<file path="config.mk">
export PLATFORM = sky130hd
export DESIGN_NAME = conv_relu_pool_flat
export DESIGN_NICKNAME = d
export VERILOG_FILES = /design/src/rtl/conv_relu_pool_if.sv /design/src/rtl/conv_relu_pool.sv /design/src/flat_wrapper.sv
export SDC_FILE = /design/constraint.sdc
export NUM_CORES = 1
export LEC_CHECK = 0
export CELL_PAD_IN_SITES_DETAIL_PLACEMENT = 1
export CELL_PAD_IN_SITES_GLOBAL_PLACEMENT = 2
export CORE_ASPECT_RATIO = 0.6
export CORE_MARGIN = 5
export CORE_UTILIZATION = 38
export DETAILED_ROUTE_END_ITERATION = 8
export PLACE_DENSITY_LB_ADDON = 0.1
export SETUP_SLACK_MARGIN = 0.4
export SLEW_MARGIN = 10
export SYNTH_ARGS = -nofsm -noshare
export SYNTH_HDL_FRONTEND = slang
export SYNTH_SLANG_ARGS = --single-unit
</file>
<file path="constraint.sdc">
create_clock -name clock -period 7 [get_ports clock]
set_input_delay 1.05 -clock clock [delete_from_list [all_inputs] [get_ports clock]]
set_output_delay 1.05 -clock clock [all_outputs]
set_load 0.05 [all_outputs]
</file>
<file path="src/rtl/conv_relu_pool_if.sv">
// conv_relu_pool_if: stream bundle between the convolution, the pooling stage and the next layer
//   pixel_vector_in  : NUM_TREES x 32-bit signed conv sums, lane i at [32i+31:32i]
//   pixel_vector_out : NUM_TREES x 8-bit pooled pixels, lane i at [8i+7:8i]
//   pixel_valid_out  : one-cycle strobe qualifying pixel_vector_out
//   frame_done       : one-cycle strobe with the last pooled pixel of a frame
interface conv_relu_pool_if #(parameter int NUM_TREES = 2);
  logic [32*NUM_TREES-1:0] pixel_vector_in;
  logic [8*NUM_TREES-1:0] pixel_vector_out;
  logic pixel_valid_out;
  logic frame_done;
  modport master (output pixel_vector_in, input pixel_vector_out, pixel_valid_out, frame_done);
  modport slave (input pixel_vector_in, output pixel_vector_out, pixel_valid_out, frame_done);
endinterface

</file>
<file path="src/rtl/conv_relu_pool.sv">
// conv_relu_pool: ReLU + shift/saturate requantization, boundary discard and 2x2/2 max pooling
//   clock : rising-edge clock
//   reset : synchronous, active-low
//   bus   : slave side of conv_relu_pool_if (conv sums in, pooled pixels + strobes out)
module conv_relu_pool #(
  parameter int NUM_TREES = 2,
  parameter int IN_WIDTH = 8,
  parameter int IN_HEIGHT = 8,
  parameter int KERNEL_SIZE = 4,
  parameter int START_DELAY = 28,
  parameter int SHIFT = 4
) (
  input logic clock,
  input logic reset,
  conv_relu_pool_if.slave bus
);
  localparam int OUT_W = IN_WIDTH - KERNEL_SIZE + 1;
  localparam int OUT_H = IN_HEIGHT - KERNEL_SIZE + 1;
  localparam int POOL_W = OUT_W / 2;
  localparam int POOL_H = OUT_H / 2;
  localparam int CW = IN_WIDTH > 1 ? $clog2(IN_WIDTH) : 1;
  localparam int RW = IN_HEIGHT > 1 ? $clog2(IN_HEIGHT) : 1;
  localparam int DW = START_DELAY > 1 ? $clog2(START_DELAY) : 1;
  localparam int PW = POOL_W > 1 ? $clog2(POOL_W) : 1;
  localparam logic [CW-1:0] COL_LAST = CW'(IN_WIDTH - 1);
  localparam logic [RW-1:0] ROW_LAST = RW'(IN_HEIGHT - 1);
  localparam logic [CW-1:0] COL_PL = CW'(2 * POOL_W - 1);
  localparam logic [RW-1:0] ROW_PL = RW'(2 * POOL_H - 1);
  localparam logic [DW-1:0] DELAY_LAST = DW'(START_DELAY - 1);
  typedef enum logic {WAIT, RUN} state_t;
  state_t state, state_n;
  logic run;
  logic [DW-1:0] delay;
  logic [CW-1:0] col;
  logic [RW-1:0] row;
  logic [NUM_TREES-1:0][31:0] x0;
  logic v0, c0, r0, l0, v1, c1, r1, l1;
  logic [PW-1:0] p0, p1;
  logic [NUM_TREES-1:0][7:0] q1, h, pair, peak, out;
  logic [NUM_TREES-1:0][7:0] lb [2**PW];
  logic valid, done;

  function automatic logic [7:0] requant(input logic signed [31:0] x);
    logic signed [31:0] s;
    s = x >>> SHIFT;
    return x[31] ? 8'd0 : (|s[31:8] ? 8'hff : s[7:0]);
  endfunction

  always_ff @(posedge clock) state <= !reset ? WAIT : state_n;

  always_comb state_n = state == WAIT && delay == DELAY_LAST ? RUN : state;

  always_comb run = state == RUN;

  always_ff @(posedge clock)
    if (!reset) begin
      delay <= '0;
      col <= '0;
      row <= '0;
    end else if (!run) begin
      delay <= delay + 1'b1;
    end else begin
      col <= col == COL_LAST ? '0 : col + 1'b1;
      if (col == COL_LAST) row <= row == ROW_LAST ? '0 : row + 1'b1;
    end

  // input sample stage: positions past the last full 2x2 block are marked invalid here
  always_ff @(posedge clock)
    if (!reset) begin
      x0 <= '0;
      {v0, c0, r0, l0} <= '0;
      p0 <= '0;
    end else begin
      x0 <= bus.pixel_vector_in;
      v0 <= run && (col <= COL_PL) && (row <= ROW_PL);
      c0 <= col[0];
      r0 <= row[0];
      l0 <= col == COL_PL && row == ROW_PL;
      p0 <= PW'(col >> 1);
    end

  always_ff @(posedge clock)
    if (!reset) begin
      q1 <= '0;
      {v1, c1, r1, l1} <= '0;
      p1 <= '0;
    end else begin
      for (int i = 0; i < NUM_TREES; i++) q1[i] <= requant(x0[i]);
      {v1, c1, r1, l1} <= {v0, c0, r0, l0};
      p1 <= p0;
    end

  always_comb begin
    pair = '0;
    peak = '0;
    for (int i = 0; i < NUM_TREES; i++) begin
      pair[i] = h[i] > q1[i] ? h[i] : q1[i];
      peak[i] = lb[p1][i] > pair[i] ? lb[p1][i] : pair[i];
    end
  end

  // even rows only write the line buffer, odd rows only read it, so no index ever collides
  always_ff @(posedge clock)
    if (!reset) begin
      h <= '0;
      out <= '0;
      valid <= 1'b0;
      done <= 1'b0;
      for (int j = 0; j < 2**PW; j++) lb[j] <= '0;
    end else begin
      valid <= v1 && c1 && r1;
      done <= v1 && c1 && r1 && l1;
      if (v1 && !c1) h <= q1;
      if (v1 && c1 && !r1) lb[p1] <= pair;
      if (v1 && c1 && r1) out <= peak;
    end

  assign bus.pixel_vector_out = out;
  assign bus.pixel_valid_out = valid;
  assign bus.frame_done = done;
endmodule

</file>
<file path="src/flat_wrapper.sv">
// flat-port wrapper written by rule: the top's interface ports become plain ports
module conv_relu_pool_flat 
#(
  parameter int NUM_TREES = 2,
  parameter int IN_WIDTH = 8,
  parameter int IN_HEIGHT = 8,
  parameter int KERNEL_SIZE = 4,
  parameter int START_DELAY = 28,
  parameter int SHIFT = 4
)
  (clock, reset, bus_pixel_vector_in, bus_pixel_vector_out, bus_pixel_valid_out, bus_frame_done);
  conv_relu_pool_if #(.NUM_TREES(NUM_TREES)) bus_i ();
  input logic clock;
  input logic reset;
  input wire logic [$bits(bus_i.pixel_vector_in)-1:0] bus_pixel_vector_in;
  output wire logic [$bits(bus_i.pixel_vector_out)-1:0] bus_pixel_vector_out;
  output wire logic [$bits(bus_i.pixel_valid_out)-1:0] bus_pixel_valid_out;
  output wire logic [$bits(bus_i.frame_done)-1:0] bus_frame_done;
  assign bus_i.pixel_vector_in = bus_pixel_vector_in;
  assign bus_pixel_vector_out = bus_i.pixel_vector_out;
  assign bus_pixel_valid_out = bus_i.pixel_valid_out;
  assign bus_frame_done = bus_i.frame_done;
  conv_relu_pool #(.NUM_TREES(NUM_TREES), .IN_WIDTH(IN_WIDTH), .IN_HEIGHT(IN_HEIGHT), .KERNEL_SIZE(KERNEL_SIZE), .START_DELAY(START_DELAY), .SHIFT(SHIFT)) u_core (.clock(clock), .reset(reset), .bus(bus_i));
endmodule
</file>
After elaboration in Yosys (flattened, before gate mapping). Memory sizes are Yosys's and may differ from the RTL's. A register that Yosys moved wholly into a read port is not among the register bits. Cells that the tools add are included.

RAM bits: 32. Output and inout bits: 18. Memories kept: 1. Register bits: 136.

Bitwise operators: 2. Magnitude comparators: 6. Reduce and logical (&&, ||, !) cells: 17. Mux-type cells: 16. Add/sub/neg operators: 3. Equality and inequality tests: 5.

Memories: u_core.lb (depth 2, width 16, read ports 1, clocked after Yosys merged registers in 1, wr ports 2, RTL line conv_relu_pool.sv:40) `logic [NUM_TREES-1:0][7:0] lb [2**PW];`.

Operator list (count): $mux 8 (6); $reduce_or 20->1 (2); $gt 8x8->1 (4); $mux 16 (1); $reduce_or 16->1 (1); $logic_and 1x1->1 (9); $mux 1 (7); $add 3x1->3 const B (2); $eq 3x2->1 const B (2); $eq 3x3->1 const B (2); $le 3x2->1 const B (2); $mux 3 (2); $add 5x1->5 const B (1); $eq 5x5->1 const B (1); $reduce_or 2->1 (2); $logic_not 1->1 (2); $not 1->1 (2); $reduce_and 2->1 (1).

Depth between registers and ports, before layout. Gate-level depths: netlist of run 1.

Word-level depth: 7. Depth in mapped cells: 19.

Worst setup path after synthesis of run 1. OpenSTA, ideal clock, no wires.

Kind: register to register. Start point: reg u_core.q1[1] (netlist name). End point: reg u_core.out (netlist bit u_core.bus.pixel_vector_out[0]). Setup slack: 3.617 ns. Required time: 6.883 ns. Period minus slack after synthesis: 3.383 ns. Buffers on the path: 4. Library setup time: 0.117 ns. Cell stages (with the launch flop): 19. Arrival time: 3.266 ns. Path through: dfxtp_1 > inv_1 > ha_1 > nor2b_1 > o211ai_1 > a211o_1 > buf_6 > and2_4 > buf_6 > buf_8 > o21a_4 > ha_1 > nor2b_1 > o211ai_1 > a211oi_1 > nor2_1 > buf_2 > o211ai_1 > a32o_1.

Cells in the longest elaborated chain, start to end: 4.

RTL lines: start, declared (RTL line conv_relu_pool.sv:39) `logic [NUM_TREES-1:0][7:0] q1, h, pair, peak, out;`; start signal, assigned (RTL line conv_relu_pool.sv:84) `q1 <= '0;`; $gt 8x8->1 (RTL line conv_relu_pool.sv:97) `pair[i] = h[i] > q1[i] ? h[i] : q1[i];`; $mux 8 (*) (RTL line conv_relu_pool.sv:97); $gt 8x8->1 (RTL line conv_relu_pool.sv:98) `peak[i] = lb[p1][i] > pair[i] ? lb[p1][i] : pair[i];`; $mux 8 (*) (RTL line conv_relu_pool.sv:98); end signal, assigned (RTL line conv_relu_pool.sv:115) `if (v1 && c1 && r1) out <= peak;`; end, declared (RTL line conv_relu_pool.sv:39).

Every way passes the cells marked *; elsewhere a longest branch is shown, timed or not. A chain may end at the register's enable or synchronous reset.

Worst setup path in the final report of run 1.
Start point: reg u_core.q1[15] (netlist name). End point: reg u_core.out (netlist bit u_core.bus.pixel_vector_out[14]).

Same word-level chain as after synthesis.

==> out/metrics.cfg, run 1 <==
[route]
wire_per_inst_um=16.1
vias_per_cell=4.95
wirelength_mm=15.4
first_pass_iters=4
ant_nets=0
num_vias=4730
drc=0
first_iter_violations=195

[synthesis]
ys_ff_latch=161
synth_cell_types=40
mappedNetlistArea_mm2=0.00671
postSynthAreaPerCell_um2=10.5
syn-num-nets=744
ys_warn_count=0
syn_inst=639
yosysSeqAreaShare_pct=52.8

[placed_design]
port_buffers=75
dpl_worst_slack_ns=2.88
detailed_place_hpwl_mm=10.9
gp_congestion=0.803

[grt]
grt_use_met1_pct=20.6
met3_usage_pct=3.02
grt_use_met2_pct=26.6
gr-max-usage-layer=met2
grt_pass1_wl_mm=26.1
grt_pass1_vias=5267
gr-total-overflow=0
grt_max_degree=71
grtUsageTotal_pct=15.9
grt_antenna_before_repair=0

[die]
die_y_um=113
core_area_mm2=0.0172
start_util_pct=38.9
die-area_mm2=0.0205
die_w_um=182
num_rows=37
io_pins=84

[finish]
diodes=0
nets=813
regArea_mm2=0.00354
fill_cells=1895
final_cell_mix=129 x dfxtp_1, 74 x clkdlybuf4s50_1, 66 x and2_1
layout-drive-gt1-share_pct=9.85
area_growth_pct=22.5
multi_input_area_mm2=0.00286
utilization_pct=47.7
final_common_cell=dfxtp_1

[power_and_ir_drop]
p_total_mw=2.09
vdd_drop_max_mv=0.139
switching_share_pct=24.6
clkPwrFrac_pct=45.3
p_int_mw=1.57
p_switching_mw=0.515
seq_power_share_pct=47.3
p_leak_nw=3.16
power_density_mw_per_mm2=254
combPwrFrac_pct=7.4

[clocking]
cts_hold_buf=0
post_cts_buffers=0
cts_buffers=17
htree_levels=4
cts_buffer_depth=2
clk_pin_slew_ns=0.07
tritoncts=done
postCtsResizedCells=0
clk_latency_ns=0.43
cts.sinks=161
cts_root_buf=clkbuf_16

[sta]
hold_viol=0
finClkSkew_ns=0.0113
rsz0062_at_grt=false
timing.final.crit_share_pct=60.1
worst_slew_pin_slew_ns=1.16
slew_headroom_pct=22.2
fin_tns_setup_ns=0
fin_ws_ns=2.79
setup_viol=0
fin_crit_ns=4.21
maxSlewViolCount=0
fmax_ghz=0.238

[flow_run]
drv_cap=0

[setup_path]
crit_fanout=16
critPathRequiredTime_ns=7.32
crit_arrival_ns=4.52
cp-end-kind=flop
cp-start-kind=flop
worst-setup-path-type=flop to flop

[outcome]
outcome=finished clean

[worst_hold_path]
hold_path.class=flop to flop

## Yosys cell counts (all sizes together)
| cell type | number | area (µm²) |
|---|---|---|
| nand2b | 1 | 6.26 |
| ha | 39 | 488 |
| clkbuf | 20 | 75.1 |
| nor3 | 3 | 15.0 |
| a22o | 14 | 123 |
| a21oi | 35 | 175 |
| or3 | 1 | 6.26 |
| a32o | 2 | 20.0 |
| xor2 | 3 | 26.3 |
| and2 | 68 | 430 |
| a211oi | 3 | 22.5 |
| a21o | 2 | 15.0 |
| mux2i | 4 | 40.0 |
| nand4 | 8 | 62.6 |
| a31oi | 1 | 6.26 |
| dfxtp | 129 | 2580 |
| xnor2 | 1 | 8.76 |
| and3 | 3 | 18.8 |
| a211o | 2 | 17.5 |
| nor2 | 53 | 199 |
| nor4 | 10 | 62.6 |
| mux2 | 14 | 158 |
| inv | 37 | 139 |
| nor2b | 7 | 43.8 |
| o22ai | 1 | 6.26 |
| o21a | 46 | 443 |
| o21ai | 6 | 37.5 |
| edfxtp | 32 | 961 |
| nand3 | 24 | 120 |
| buf | 10 | 93.8 |
| o211ai | 20 | 150 |
| nand2 | 39 | 146 |
| nand4b | 1 | 8.76 |
## final timing paths
check                start                              end  slack, ns  cells after the start
max          u_core.q1[15]  u_core.bus.pixel_vector_out[14]       2.79                     13
min           u_core.x0[4]                     u_core.q1[0]       0.44                      1
max reg2reg  u_core.q1[15]  u_core.bus.pixel_vector_out[14]       2.79                     13
min reg2reg   u_core.x0[4]                     u_core.q1[0]       0.44                      1
## stage by stage
stage	instance area (µm²)	hold slack, ns	std cells
5_1_grt	8220	0.461	955
4_1_cts	8220	0.446	955
6_report	8220	0.443	955
2_1_floorplan	6710	0.406	639
3_3_place_gp	7610	0.426	923
3_5_place_dp	7610	0.427	923
## layout make-up
cell class	count	share of cell area, %
Multi-Input combinational cell	411	34.8
Timing Repair Buffer	80	9.53
Inverter	37	1.69
Clock buffer	18	5.35
Sequential cell	161	43.1
Tap cell	234	3.56
Clock inverter	14	1.96
## power groups by stage
| stage | sequential [mW] | combinational (mW) | clock (mW) |
|---|---|---|---|
| final | 0.988 | 0.155 | 0.946 |
| after global routing | 0.991 | 0.173 | 1.01 |
| after CTS | 0.988 | 0.157 | 0.968 |
| after detailed placement | 1.01 | 0.156 | 0 |
| after global placement | 1.01 | 0.151 | 0 |
| after floorplan | 1.00 | 0.0967 | 0 |
## worst max-delay path, stage by stage, from the launching register on
cell	delay, ns
dfxtp_1	0.36
inv_1	0.06
ha_1	0.33
nand4_2	0.18
a211o_1	0.43
and2_4	0.28
o21a_4	0.22
ha_1	0.32
nand4_1	0.15
nor2_1	0.20
a21oi_1	0.09
nor2_1	0.89
o211ai_1	0.30
a22o_1	0.27
## kinds of logic (layout without fill, tap and decap cells)
group | Yosys count | count (layout) | synth area share, %
flip-flops | 161 | 161 | 52.8
AO/OA/AOI/OAI | 132 | 132 | 15.1
AND/OR/NAND/NOR | 218 | 218 | 16.7
multiplexers | 18 | 18 | 2.95
XOR/XNOR | 4 | 4 | 0.522
adder cells (fa/ha/maj) | 39 | 39 | 7.27
buffers and inverters | 67 | 149 | 4.59
## sequential cells by signal, indices dropped and copies added (netlist names), 3 cells and up, named ones only
register	cells
u_core.delay	5
u_core.h	16
u_core.bus.pixel_vector_out	16
u_core.q1	16
u_core.row	3
u_core.lb	32
u_core.x0	56
u_core.col	3
## layer usage
layer  vias up  share of wire [%]
met3        16                3.0
met4         0                1.5
li1       2357                  -
met1      2292                 49
met5         -                  0
met2        65                 46
(Power assumes the default switching activity.)
==> run 2, diff against run 1 <==
- CORE_UTILIZATION: 38 -> 36
- clock period: 7 -> 4.23 ns (I/O delays scaled with it)
==> run 2 against run 1 <==
  * First-iteration DRC count down 11%
  * Final cell count up 1.0%
  * Design area up 0.24%
  * Sequential cell count unchanged
  * Core utilization down 2.4 points
  * Critical path depth up 2
  * Non-clock buffer count up 4
  * Sequential share of layout area down 0.10 points
  * Highest routed layer unchanged
  * Global-route usage down 0.21 points
  * Setup slack worse by 2.1 ns
  * Clock power up 59%
  * Die area up 5.2%
==> out/metrics.cfg, run 2 (synthesized netlist as in run 1, its figures left out) <==
[clocking]
clk_latency_ns=0.42  ; about the same
cts_root_buf=clkbuf_16
cts.sinks=161  ; unchanged
tritoncts=done
cts_buffer_depth=2  ; unchanged
cts_buffers=17  ; unchanged
htree_levels=4  ; unchanged
cts_hold_buf=0  ; unchanged
clk_pin_slew_ns=0.07  ; about the same

[finish]
diodes=0  ; unchanged
largestRegisters=u_core.x0 x56, u_core.lb x32
top_register=u_core.x0
layout-drive-gt1-share_pct=10.8  ; +0.91 points
area_growth_pct=22.8
largest_reg_flops=56  ; unchanged
nets=817  ; +0.49%
final_cell_mix=129 x dfxtp_1, 74 x clkdlybuf4s50_1, 66 x and2_1
fin_area_mm2=0.00824  ; +0.24%
final_common_cell=dfxtp_1

[placed_design]
detailed_place_hpwl_mm=11.8  ; +7.4%
place_area_mm2=0.00765  ; +0.49%
port_buffers=75  ; unchanged
dpl_worst_slack_ns=0.480  ; -2.40 ns
gp_congestion=0.772  ; -3.8%

[grt]
grt_pass1_vias=5134  ; -2.5%
grt_pass1_wl_mm=26.4  ; +1.4%
grtUsageTotal_pct=15.7  ; -0.21 points
grt_antenna_before_repair=0  ; unchanged
gr-total-overflow=0  ; unchanged
grt_max_degree=70  ; -1.4%

[sta]
slew_headroom_pct=40.5  ; +18 points
fin_ws_ns=0.681  ; -2.11 ns
finClkSkew_ns=0.0105  ; -0.000825 ns
timing.final.crit_share_pct=83.9  ; +24 points
fmax_ghz=0.282  ; +19%
fin_tns_setup_ns=0  ; unchanged
fin_crit_ns=3.55  ; -0.658 ns
maxSlewViolCount=0  ; unchanged
hold_viol=0  ; unchanged
worst_slew_pin_slew_ns=0.891  ; -0.272 ns
setup_viol=0  ; unchanged
rsz0062_at_grt=false

[power_and_ir_drop]
p_total_mw=3.41  ; +63%
power_density_mw_per_mm2=414  ; +63%
vdd_drop_max_mv=0.265  ; +90%
p_leak_nw=3.16  ; +0.27%

[route]
drc=0  ; unchanged
wire_per_inst_um=16.7  ; +3.9%
first_iter_violations=173  ; -11%
num_vias=4752  ; +0.47%
wirelength_mm=16.1  ; +5.0%
vias_per_cell=4.92  ; -0.58%
first_pass_iters=4  ; unchanged
ant_nets=0  ; unchanged

[setup_path]
cp-start-kind=flop
crit_buf_inv=2  ; +1
worst-setup-path-type=flop to flop
r2r_cells=15  ; +2
r2r_end=u_core.bus.pixel_vector_out[8]
r2r-start=u_core.q1[9]
cp.depth=15  ; +2
crit_path_cell_trace=inv_1, ha_1, nor2b_1, o211ai_1, a211o_1, and2_4, o21a_4, ha_1, nand4_1, nor2_1, a21oi_1, nor2_1, buf_4, o211ai_1, a32o_1
slowest_delay_ns=0.40  ; -0.49 ns
critPathTopFamily=compound AO/OA/AOI/OAI gates
regToRegSetupSlack_ns=0.68  ; -2.11 ns
critPathRequiredTime_ns=4.54  ; -2.78 ns
crit_fanout=16  ; unchanged
cp-end-kind=flop
crit_arrival_ns=3.86  ; -0.66 ns
slowest_stage=a211o_1

[die]
start_util_pct=36.9  ; -2.0 points
num_rows=38  ; +2.7%
die_w_um=186  ; +2.6%
die-area_mm2=0.0216  ; +5.2%
core_area_mm2=0.0182  ; +5.5%
die_y_um=116  ; +2.5%
io_pins=84  ; unchanged

[worst_hold_path]
hold_path.class=flop to flop
whs_endpoint=u_core.r1
hp-start=u_core.r0
hold_depth=1  ; unchanged

[outcome]
outcome=finished clean

[flow_run]
drv_cap=0  ; unchanged

[run 2: how the worst max path moves through the flow]
stage                             from  slack (ns)                             end
after global placement    u_core.q1[7]        0.59  u_core.bus.pixel_vector_out[1]
after detailed placement  u_core.q1[7]        0.48  u_core.bus.pixel_vector_out[1]
after floorplan           u_core.q1[1]        0.85  u_core.bus.pixel_vector_out[0]
after CTS                 u_core.q1[7]        0.40  u_core.bus.pixel_vector_out[1]
after global routing      u_core.q1[7]        0.47  u_core.bus.pixel_vector_out[1]
final                     u_core.q1[9]        0.68  u_core.bus.pixel_vector_out[8]
[run 2: power by group]
group	switching (mW)	internal [mW]	total (mW)
clock network	0.667	0.836	1.50
registers	0.0214	1.61	1.64
logic	0.133	0.136	0.268
[run 2: layer usage]
layer / up-vias / track usage [%] / share of wire [%]
met5: - / 0 / 0
met4: 0 / 4.80 / 1.2
met3: 18 / 3.32 / 3.7
met2: 69 / 24.9 / 44
met1: 2302 / 21.5 / 51
li1: 2363 / - / -
[run 2: layout make-up]
class	count	area [µm²]
Multi-Input combinational cell	411	2870
Clock buffer	18	439
Tap cell	240	300
Clock inverter	14	130
Inverter	37	139
Timing Repair Buffer	84	813
Fill cell	1996	9930
Sequential cell	161	3540
[run 2: timing repair]
action / 4_1_cts / 5_1_grt
setup endpoints to repair: 0 / 8
resized for setup: 0 / 4
endpoints found under the hold margin: 0 / 0
setup buffers: 0 / 0
[run 2: metrics by stage]
| step | hold slack, ns | instances | utilization (%) |
|---|---|---|---|
| 2_1_floorplan | 0.406 | 639 | - |
| 3_3_place_gp | 0.426 | 933 | 42.1 |
| 3_5_place_dp | 0.426 | 933 | 42.1 |
| 4_1_cts | 0.441 | 965 | 45.3 |
| 5_1_grt | 0.451 | 965 | 45.3 |
| 6_report | 0.438 | 965 | 45.3 |
